==> src/rtl/uart_pkg.sv <==
// Shared definitions for the buffered UART transmitter and its FIFO.
// Holds the parity mode codes and the transmit FSM state encoding.
package uart_pkg;

    localparam int PAR_NONE = 0;
    localparam int PAR_EVEN = 1;
    localparam int PAR_ODD  = 2;

    // 16x oversampling: sub-bit ticks per serial bit
    localparam int SUB_TICKS = 16;

    typedef enum logic [2:0] {
        S_IDLE,
        S_START,
        S_DATA,
        S_PARITY,
        S_STOP
    } tx_state_t;

endpackage

==> src/rtl/sync_fifo.sv <==
// Synchronous FIFO, power-of-2 depth, registered count/empty/full.
// Ports: clk, rst_n (async low), flush, wr/wr_data, rd/rd_data, count, empty, full.
module sync_fifo #(
    parameter  int WIDTH = 8,
    parameter  int DEPTH = 16,
    localparam int AW    = $clog2(DEPTH),
    localparam int CW    = AW + 1
) (
    input  logic             clk,
    input  logic             rst_n,
    input  logic             flush,
    input  logic             wr,
    input  logic [WIDTH-1:0] wr_data,
    input  logic             rd,
    output logic [WIDTH-1:0] rd_data,
    output logic [CW-1:0]    count,
    output logic             empty,
    output logic             full
);

    logic [WIDTH-1:0] mem [DEPTH];
    logic [AW-1:0]    wr_ptr;
    logic [AW-1:0]    rd_ptr;
    logic             wr_ok;
    logic             rd_ok;
    logic [CW-1:0]    count_next;

    // flush wins over both ports; full/empty are the registered flags
    assign wr_ok   = wr && !full && !flush;
    assign rd_ok   = rd && !empty && !flush;
    assign rd_data = mem[rd_ptr];

    always_comb begin
        count_next = count;
        if (flush)
            count_next = '0;
        else if (wr_ok && !rd_ok)
            count_next = count + 1'b1;
        else if (rd_ok && !wr_ok)
            count_next = count - 1'b1;
    end

    always_ff @(posedge clk or negedge rst_n) begin
        if (!rst_n) begin
            wr_ptr <= '0;
            rd_ptr <= '0;
            count  <= '0;
            empty  <= 1'b1;
            full   <= 1'b0;
        end else begin
            if (flush) begin
                wr_ptr <= '0;
                rd_ptr <= '0;
            end else begin
                if (wr_ok)
                    wr_ptr <= wr_ptr + 1'b1;
                if (rd_ok)
                    rd_ptr <= rd_ptr + 1'b1;
            end
            count <= count_next;
            empty <= (count_next == '0);
            full  <= (count_next == CW'(DEPTH));
        end
    end

    always_ff @(posedge clk) begin
        if (wr_ok)
            mem[wr_ptr] <= wr_data;
    end

endmodule

==> src/rtl/uart_tx_fifo.sv <==
// Buffered UART transmitter: FIFO + 16x baud divider + framing FSM.
// Ports: clk, reset (async low), data_in/buffer_write/buffer_reset in; serial_out, FIFO flags, fill_level, overflow, tx_busy out.
module uart_tx_fifo
    import uart_pkg::*;
#(
    parameter  int DATA_BITS  = 8,
    parameter  int FIFO_DEPTH = 16,
    parameter  int CLK_DIV    = 27,
    parameter  int PARITY     = 0,
    parameter  int STOP_BITS  = 1,
    localparam int CW         = $clog2(FIFO_DEPTH) + 1
) (
    input  logic                 clk,
    input  logic                 reset,
    input  logic [DATA_BITS-1:0] data_in,
    input  logic                 buffer_write,
    input  logic                 buffer_reset,
    output logic                 serial_out,
    output logic                 buffer_data_present,
    output logic                 buffer_half_full,
    output logic                 buffer_full,
    output logic [CW-1:0]        fill_level,
    output logic                 overflow,
    output logic                 tx_busy
);

    localparam int DW = (CLK_DIV > 1) ? $clog2(CLK_DIV) : 1;
    localparam int BW = $clog2(DATA_BITS);
    localparam logic [DW-1:0] DIV_MAX  = DW'(CLK_DIV - 1);
    localparam logic [BW-1:0] BIT_LAST = BW'(DATA_BITS - 1);
    localparam logic          STOP_LAST = 1'(STOP_BITS - 1);
    localparam logic [3:0]    SUB_LAST = 4'(SUB_TICKS - 1);

    tx_state_t            state;
    logic [DW-1:0]        div_cnt;
    logic [3:0]           sub_cnt;
    logic [BW-1:0]        bit_cnt;
    logic                 stop_cnt;
    logic [DATA_BITS-1:0] shreg;
    logic                 par_bit;
    logic                 tick;
    logic                 bit_end;
    logic                 pop;
    logic                 fifo_empty;
    logic                 fifo_full;
    logic [CW-1:0]        fifo_count;
    logic [DATA_BITS-1:0] head;

    sync_fifo #(
        .WIDTH (DATA_BITS),
        .DEPTH (FIFO_DEPTH)
    ) u_fifo (
        .clk     (clk),
        .rst_n   (reset),
        .flush   (buffer_reset),
        .wr      (buffer_write),
        .wr_data (data_in),
        .rd      (pop),
        .rd_data (head),
        .count   (fifo_count),
        .empty   (fifo_empty),
        .full    (fifo_full)
    );

    assign buffer_data_present = !fifo_empty;
    assign buffer_full         = fifo_full;
    assign fill_level          = fifo_count;
    assign buffer_half_full    = (fifo_count >= CW'(FIFO_DEPTH / 2));

    // divider only runs inside a frame, so bit timing is anchored to the start edge
    assign tick    = (state != S_IDLE) && (div_cnt == DIV_MAX);
    assign bit_end = tick && (sub_cnt == SUB_LAST);

    // pop from IDLE, or chain straight into the next frame at the last stop bit
    assign pop = !fifo_empty &&
                 ((state == S_IDLE) ||
                  ((state == S_STOP) && bit_end && (stop_cnt == STOP_LAST)));

    always_ff @(posedge clk or negedge reset) begin
        if (!reset)
            div_cnt <= '0;
        else if (state == S_IDLE || div_cnt == DIV_MAX)
            div_cnt <= '0;
        else
            div_cnt <= div_cnt + 1'b1;
    end

    // a write that finds the FIFO full is lost; flush clears and masks it
    always_ff @(posedge clk or negedge reset) begin
        if (!reset)
            overflow <= 1'b0;
        else if (buffer_reset)
            overflow <= 1'b0;
        else if (buffer_write && fifo_full)
            overflow <= 1'b1;
    end

    always_ff @(posedge clk or negedge reset) begin
        if (!reset) begin
            state      <= S_IDLE;
            serial_out <= 1'b1;
            tx_busy    <= 1'b0;
            sub_cnt    <= '0;
            bit_cnt    <= '0;
            stop_cnt   <= 1'b0;
            shreg      <= '0;
            par_bit    <= 1'b0;
        end else begin
            if (tick)
                sub_cnt <= sub_cnt + 4'd1;
            unique case (state)
                S_IDLE: begin
                    if (!fifo_empty) begin
                        state      <= S_START;
                        serial_out <= 1'b0;
                        tx_busy    <= 1'b1;
                        shreg      <= head;
                        par_bit    <= (^head) ^ (PARITY == PAR_ODD);
                    end
                end
                S_START: begin
                    if (bit_end) begin
                        state      <= S_DATA;
                        serial_out <= shreg[0];
                        shreg      <= shreg >> 1;
                        bit_cnt    <= '0;
                    end
                end
                S_DATA: begin
                    if (bit_end) begin
                        if (bit_cnt == BIT_LAST) begin
                            if (PARITY != PAR_NONE) begin
                                state      <= S_PARITY;
                                serial_out <= par_bit;
                            end else begin
                                state      <= S_STOP;
                                serial_out <= 1'b1;
                                stop_cnt   <= 1'b0;
                            end
                        end else begin
                            serial_out <= shreg[0];
                            shreg      <= shreg >> 1;
                            bit_cnt    <= bit_cnt + 1'b1;
                        end
                    end
                end
                S_PARITY: begin
                    if (bit_end) begin
                        state      <= S_STOP;
                        serial_out <= 1'b1;
                        stop_cnt   <= 1'b0;
                    end
                end
                S_STOP: begin
                    if (bit_end) begin
                        if (stop_cnt == STOP_LAST) begin
                            if (!fifo_empty) begin
                                state      <= S_START;
                                serial_out <= 1'b0;
                                shreg      <= head;
                                par_bit    <= (^head) ^ (PARITY == PAR_ODD);
                            end else begin
                                state      <= S_IDLE;
                                serial_out <= 1'b1;
                                tx_busy    <= 1'b0;
                            end
                        end else begin
                            stop_cnt <= 1'b1;
                        end
                    end
                end
                default: begin
                    state      <= S_IDLE;
                    serial_out <= 1'b1;
                    tx_busy    <= 1'b0;
                end
            endcase
        end
    end

endmodule

==> config.mk <==
export PLATFORM = sky130hd
export DESIGN_NAME = uart_tx_fifo
export DESIGN_NICKNAME = d
export VERILOG_FILES = /design/src/rtl/uart_pkg.sv /design/src/rtl/sync_fifo.sv /design/src/rtl/uart_tx_fifo.sv
export SDC_FILE = /design/constraint.sdc
export NUM_CORES = 1
export LEC_CHECK = 0
export BUFFER_PORTS_ARGS = -buffer_cell sky130_fd_sc_hd__buf_2
export CORE_MARGIN = 3
export CORE_UTILIZATION = 56
export DETAILED_ROUTE_END_ITERATION = 10
export HOLD_SLACK_MARGIN = 0.15
export PLACE_DENSITY = 0.76
export SLEW_MARGIN = 10
export SYNTH_ARGS = -nofsm -noshare
export SYNTH_HDL_FRONTEND = slang
export SYNTH_HIERARCHICAL = 1
export SYNTH_SLANG_ARGS = --single-unit
export TNS_END_PERCENT = 1
==> constraint.sdc <==
create_clock -name clk -period 2.5 [get_ports clk]
set_clock_uncertainty 0.15 [all_clocks]
set_input_delay 0.5 -clock clk [delete_from_list [all_inputs] [get_ports clk]]
set_output_delay 0.5 -clock clk [all_outputs]
set_load 0.01 [all_outputs]
After elaboration in Yosys (flattened, before gate mapping)
Memories as Yosys holds them, arrays and structs flattened.
Cells that the tools add are included.
- output and inout bits: 11
- input bits: 12
- register bits after elaboration: 42
- memories: 1
- word-level logic and storage cells: 129
- RAM bits: 128
- bitwise logic cells: 2
- reduce and logical (&&, ||, !) cells: 35
- mux-type cells: 52
- equality and inequality tests: 17
- add/subtract/negate cells: 7
- order comparisons: 1
- memories (name ; words ; width ; rd ports ; clocked after Yosys merged registers in ; write ports ; RTL line ; source):
    u_fifo.mem ; 16 ; 8 ; 1 ; 0 ; 1 ; sync_fifo.sv:21 ; logic [WIDTH-1:0] mem [DEPTH];
- operators with widths (operator ; number):
    2-to-1 mux 8 bit ; 6
    one-hot mux 8 bit (4 select lines) ; 1
    2-to-1 mux 3 bit ; 10
    2-to-1 mux 1 bit ; 22
    2-to-1 mux 5 bit ; 4
    2-to-1 mux 4 bit ; 4
    != test 2 bit, second input constant ; 8
    one-hot mux 3 bit (5 select lines) ; 1
    adder 4 x 1 -> 4 bit, second input constant ; 3
    logical AND 1 bit ; 12
    AND reduction 6 bit ; 2
    adder 5 x 1 -> 5 bit, second input constant ; 2
    == test 5 bit, second input constant ; 2
    AND reduction 5 bit ; 2
    nonzero test 2 bit ; 4
    AND reduction 7 bit ; 1
    == test 3 x 2 -> 1 bit, second input constant ; 2
    == test 3 bit, second input constant ; 2
    one-hot mux 1 bit (3 select lines) ; 2
    one-hot mux 3 bit (2 select lines) ; 1
    nonzero test 3 bit ; 2
    >= comparator 5 x 4 -> 1 bit, second input constant ; 1
    zero test 1 bit ; 5
    zero test 5 bit ; 1
    other kinds (12) ; 14

Longest topological paths before layout
- depth after elaboration: 14
- mapped depth: 12
- gate-level depth less buffers: 10

Hierarchy
Netlist, hierarchy kept.
- by module, submodules not included (module ; sequential area each (sq um) ; cells an instance ; times used ; area an instance (sq um)):
    sync_fifo ; 4220.3 ; 358 ; 1 ; 5977.0
    uart_tx_fifo ; 651.9 ; 116 ; 1 ; 1391.3

Worst setup path before layout
No wires, ideal clock.
- kind: reg-to-reg
- start point: reg div_cnt[0]
- end point: reg u_fifo.full
- data required time: 2.224 ns
- slack: -0.166 ns
- library setup time: 0.126 ns
- stages on the path, launching flop included: 12
- clock period less this slack: 2.666 ns
- arrival time: 2.390 ns
- buffers on the path: 1
- cells stage by stage: dfrtp_1 -> inv_1 -> ha_1 -> nand4b_2 -> or2_2 -> buf_2 -> a21boi_0 -> nor2b_2 -> nand3_2 -> o32ai_2 -> mux2_4 -> nor3b_2
- longest elaborated chain between the ends: 14
- elaborated cells between the ends (all ways): 16
- classes of those cells: 2 x eq/ne; 3 x mux; 11 x reduce/logical
- ends and longest elaborated chain (element ; RTL line ; source):
    start, declared ; uart_tx_fifo.sv:35 ; logic [DW-1:0] div_cnt;
    start signal, assigned ; uart_tx_fifo.sv:85 ; div_cnt <= div_cnt + 1'b1;
    == test 5 bit * ; uart_tx_fifo.sv:71 ; assign tick = (state != S_IDLE) && (div_cnt == DIV_MAX);
    logical AND 1 bit * ; uart_tx_fifo.sv:71 ;
    logical AND 1 bit * ; uart_tx_fifo.sv:72 ; assign bit_end = tick && (sub_cnt == SUB_LAST);
    logical AND 1 bit * (2 in series) ; uart_tx_fifo.sv:77 ; ((state == S_STOP) && bit_end && (stop_cnt == STOP_LAST)));
    logical OR 1 bit * ; uart_tx_fifo.sv:76 ; ((state == S_IDLE) ||
    logical AND 1 bit * ; uart_tx_fifo.sv:75 ; assign pop = !fifo_empty &&
    net pop ; uart_tx_fifo.sv:43 ; logic pop;
    logical AND 1 bit * (2 in series) ; sync_fifo.sv:30 ; assign rd_ok = rd && !empty && !flush;
    logical AND 1 bit / zero test 1 bit (equally long branches) ; sync_fifo.sv:39, sync_fifo.sv:37 ;
    2-to-1 mux 5 bit / logical AND 1 bit (equally long branches) ; sync_fifo.sv:39, sync_fifo.sv:37 ;
    2-to-1 mux 5 bit * ; sync_fifo.sv:37 ; else if (wr_ok && !rd_ok)
    2-to-1 mux 5 bit * ; sync_fifo.sv:35 ; if (flush)
    net u_fifo.count_next[4] ; sync_fifo.sv:26 ; logic [CW-1:0] count_next;
    == test 5 bit * ; sync_fifo.sv:62 ; full <= (count_next == CW'(DEPTH));
    end signal, assigned ; sync_fifo.sv:62 ;
    end, declared ; sync_fifo.sv:18 ; output logic full
The timed path passes the listed nets; every way through them passes the cells marked *.
A chain may end at the register's enable or synchronous reset.

Final worst setup path
Same ends and word-level chain as after synthesis.

==> impl_metrics.json <==
{
  "status": "finished, final reports clean",
  "r2r_cells": 10,
  "design_area_um2": 8533,
  "clock-root-buffer": "clkbuf_16",
  "r2r_start": "div_cnt[0]",
  "synth.avg_cell_area_um2": 15.54,
  "first_iter_violations": 343,
  "layout_commonest_cell": "edfxtp_1",
  "synth-edff-count": 128,
  "rsz0062_at_grt": "true",
  "holdPathEnd": "overflow",
  "rows": 41,
  "start_util": 0.5792,
  "synthArstFlopShare": 0.2426,
  "drt_pass1_iterations": 5,
  "wire_per_inst_um": 21.43,
  "cts_buffers": 17,
  "fp.dieW_um": 120.7,
  "io_pins": 23,
  "seqCellArea_um2": 4873,
  "peakVddDrop_mv": 0.6822,
  "relSlewSlack": 0.4806,
  "cts_htree_levels": 4,
  "core_um2": 12720,
  "report.final.hold_viol_count": 0,
  "port_buffers": 22,
  "synth_top_flop_cell": "edfxtp_1",
  "place_hpwl_um": 10150,
  "hold_path_class": "primary input to flop",
  "antenna_found_initial": 0,
  "final_max_slew_viol_count": 0,
  "grt_pass1_wl_um": 24250,
  "critPathRequiredTime_ns": 2.66,
  "clockBufferDepth": 2,
  "final_cell_mix": "128 x edfxtp_1, 38 x dfrtp_1, 36 x buf_4",
  "grt_max_degree": 35,
  "synthCells": 474,
  "route.detailed.drc": 0,
  "gp_congestion": 0.9170,
  "tritoncts": "yes",
  "crit_arrival_ns": 2.61,
  "drive_above_1_share": 0.3002,
  "dieArea_um2": 14570,
  "ys_ff_latch": 169,
  "routed_wl_um": 15320,
  "pre_cts_slack_ns": 0.007310,
  "place_area_um2": 7831,
  "syn_area_um2": 7368,
  "grt_pass1_vias": 4378,
  "diodes": 0,
  "overflow": 0,
  "r2r-end": "u_fifo/full",
  "grt_usage": 0.2267,
  "antenna_left": 0,
  "clk_pin_slew_ns": 0.06,
  "fin_ws_ns": 0.05158,
  "setup_viol": 0,
  "cts_sinks": 169,
  "tns_ns": 0,
  "hold_slack_ns": 0.2307,
  "powerDensity_nw_per_um2": 810.4,
  "die_h_um": 120.7,
  "path_max_fanout": 3,
  "power_leakage_nw": 3.128,
  "clk_latency_ns": 0.43,
  "final.fill_count": 886,
  "tightest_slew_ns": 0.7791,
  "cap_violations": 0,
  "vias": 4295,
  "hold_depth": 3,
  "multi_input_area_um2": 2332,
  "area_growth_pct": 15.81,
  "finalWorstPathRequiredPeriod_ns": 2.448,
  "post-route-period-util": 0.9794,
  "fmax_mhz": 408.4,
  "r2r_setup_slack_ns": 0.05,
  "cp-start-kind": "flop",
  "ys_seq_area_frac": 0.6612,
  "min-delay-start": "buffer_write",
  "yosysUniqueCellTypes": 56,
  "final_util": 0.6707,
  "ys_warn_count": 6,
  "path_class": "flop to flop",
  "nets": 555,
  "routed_via_density": 6.007,
  "setup.worst_path.end_class": "flop",
  "syn-num-nets": 498
}
## cell usage after synthesis (all sizes together) (12+ instances only)
cell	instances	share of area
mux2	27	0.049
nor2	33	0.018
ha	12	0.020
nand3	13	0.010
mux4	16	0.049
buf	20	0.024
mux2i	25	0.034
nor3	12	0.0088
nand2	26	0.013
edfxtp	128	0.52
o21ai	20	0.014
a21oi	19	0.013
dfrtp	39	0.13
## final cells by class
| class | instances | area share |
|---|---|---|
| inverter | 8 | 0.003519 |
| sequential | 169 | 0.5711 |
| clock buffer | 17 | 0.04985 |
| clock inverter | 14 | 0.02287 |
| tap | 172 | 0.02522 |
| timing repair buffer | 63 | 0.05411 |
| multi-input combinational | 272 | 0.2733 |
## report_power, final
| part | internal (mW) | switching (mW) | total [mW] | leakage, nW |
|---|---|---|---|---|
| Combinational | 0.476 | 0.422 | 0.899 | 1.15 |
| Sequential | 3.16 | 0.112 | 3.27 | 1.69 |
| Clock | 1.67 | 1.07 | 2.74 | 0.294 |
| Total | 5.31 | 1.61 | 6.92 | 3.13 |
## through the flow
stage               total power, mW  cells
floorplan                     3.991    474
global placement              4.138    681
detailed placement            4.201    681
CTS                           6.931    713
global route                  7.158    715
finish                        6.915    715
## layer usage
layer	vias up	track usage	share of wire
met3	26	0.05192	0.052
li1	1918	-	-
met5	-	0	0
met1	2185	0.3048	0.42
met2	166	0.3650	0.51
met4	0	0.08499	0.020
## worst max-delay path, cell delays in order (launching register included)
cell      delay, ns
dfrtp_1        0.38
inv_1          0.06
ha_2           0.18
nand4b_4       0.10
or2_4          0.26
a21boi_4       0.15
nor2b_4        0.19
nand3_2        0.12
o32ai_4        0.23
mux2_4         0.34
nor3b_2        0.15
## sequential cells by signal, summed over array words and instances, names as in the netlist
name / count
shreg: 8
u_fifo/rd_ptr: 4
u_fifo/wr_ptr: 4
tx_busy: 1
u_fifo/empty: 1
state: 3
u_fifo/full: 1
div_cnt: 5
overflow: 1
serial_out: 1
sub_cnt: 4
bit_cnt: 3
u_fifo/mem: 128
u_fifo/count: 5
## worst max-delay path by stage
stage / slack [ns] / to / cells after the start / startpoint
floorplan: -0.007 / u_fifo/full / 11 / div_cnt[0]
global placement: 0.08 / u_fifo/full / 10 / div_cnt[0]
detailed placement: 0.007 / u_fifo/full / 10 / div_cnt[0]
CTS: 0.04 / u_fifo/full / 10 / div_cnt[0]
global route: -0.02 / u_fifo/full / 11 / div_cnt[0]
finish: 0.05 / u_fifo/full / 10 / div_cnt[0]
## cell families (layout without fill, tap and decap cells)
kind of cell,Yosys count,count (layout),share of synthesized area
AO/OA/AOI/OAI,70,70,0.06249
XOR/XNOR,14,14,0.01664
adder cells (fa/ha/maj),12,12,0.02038
buffers and inverters,33,102,0.03074
flip-flops,169,169,0.6612
multiplexers,68,68,0.1323
AND/OR/NAND/NOR,108,108,0.07624
## what timing repair did
item                       4_1_cts  5_1_grt
setup endpoints to repair        1        3
buffers inserted                 0        2
pin swaps                        1        3
hold buffers                     1        0
resized for setup                0        8
hold endpoints to repair        31        0
No activity file was read; power rests on OpenSTA's default activity.
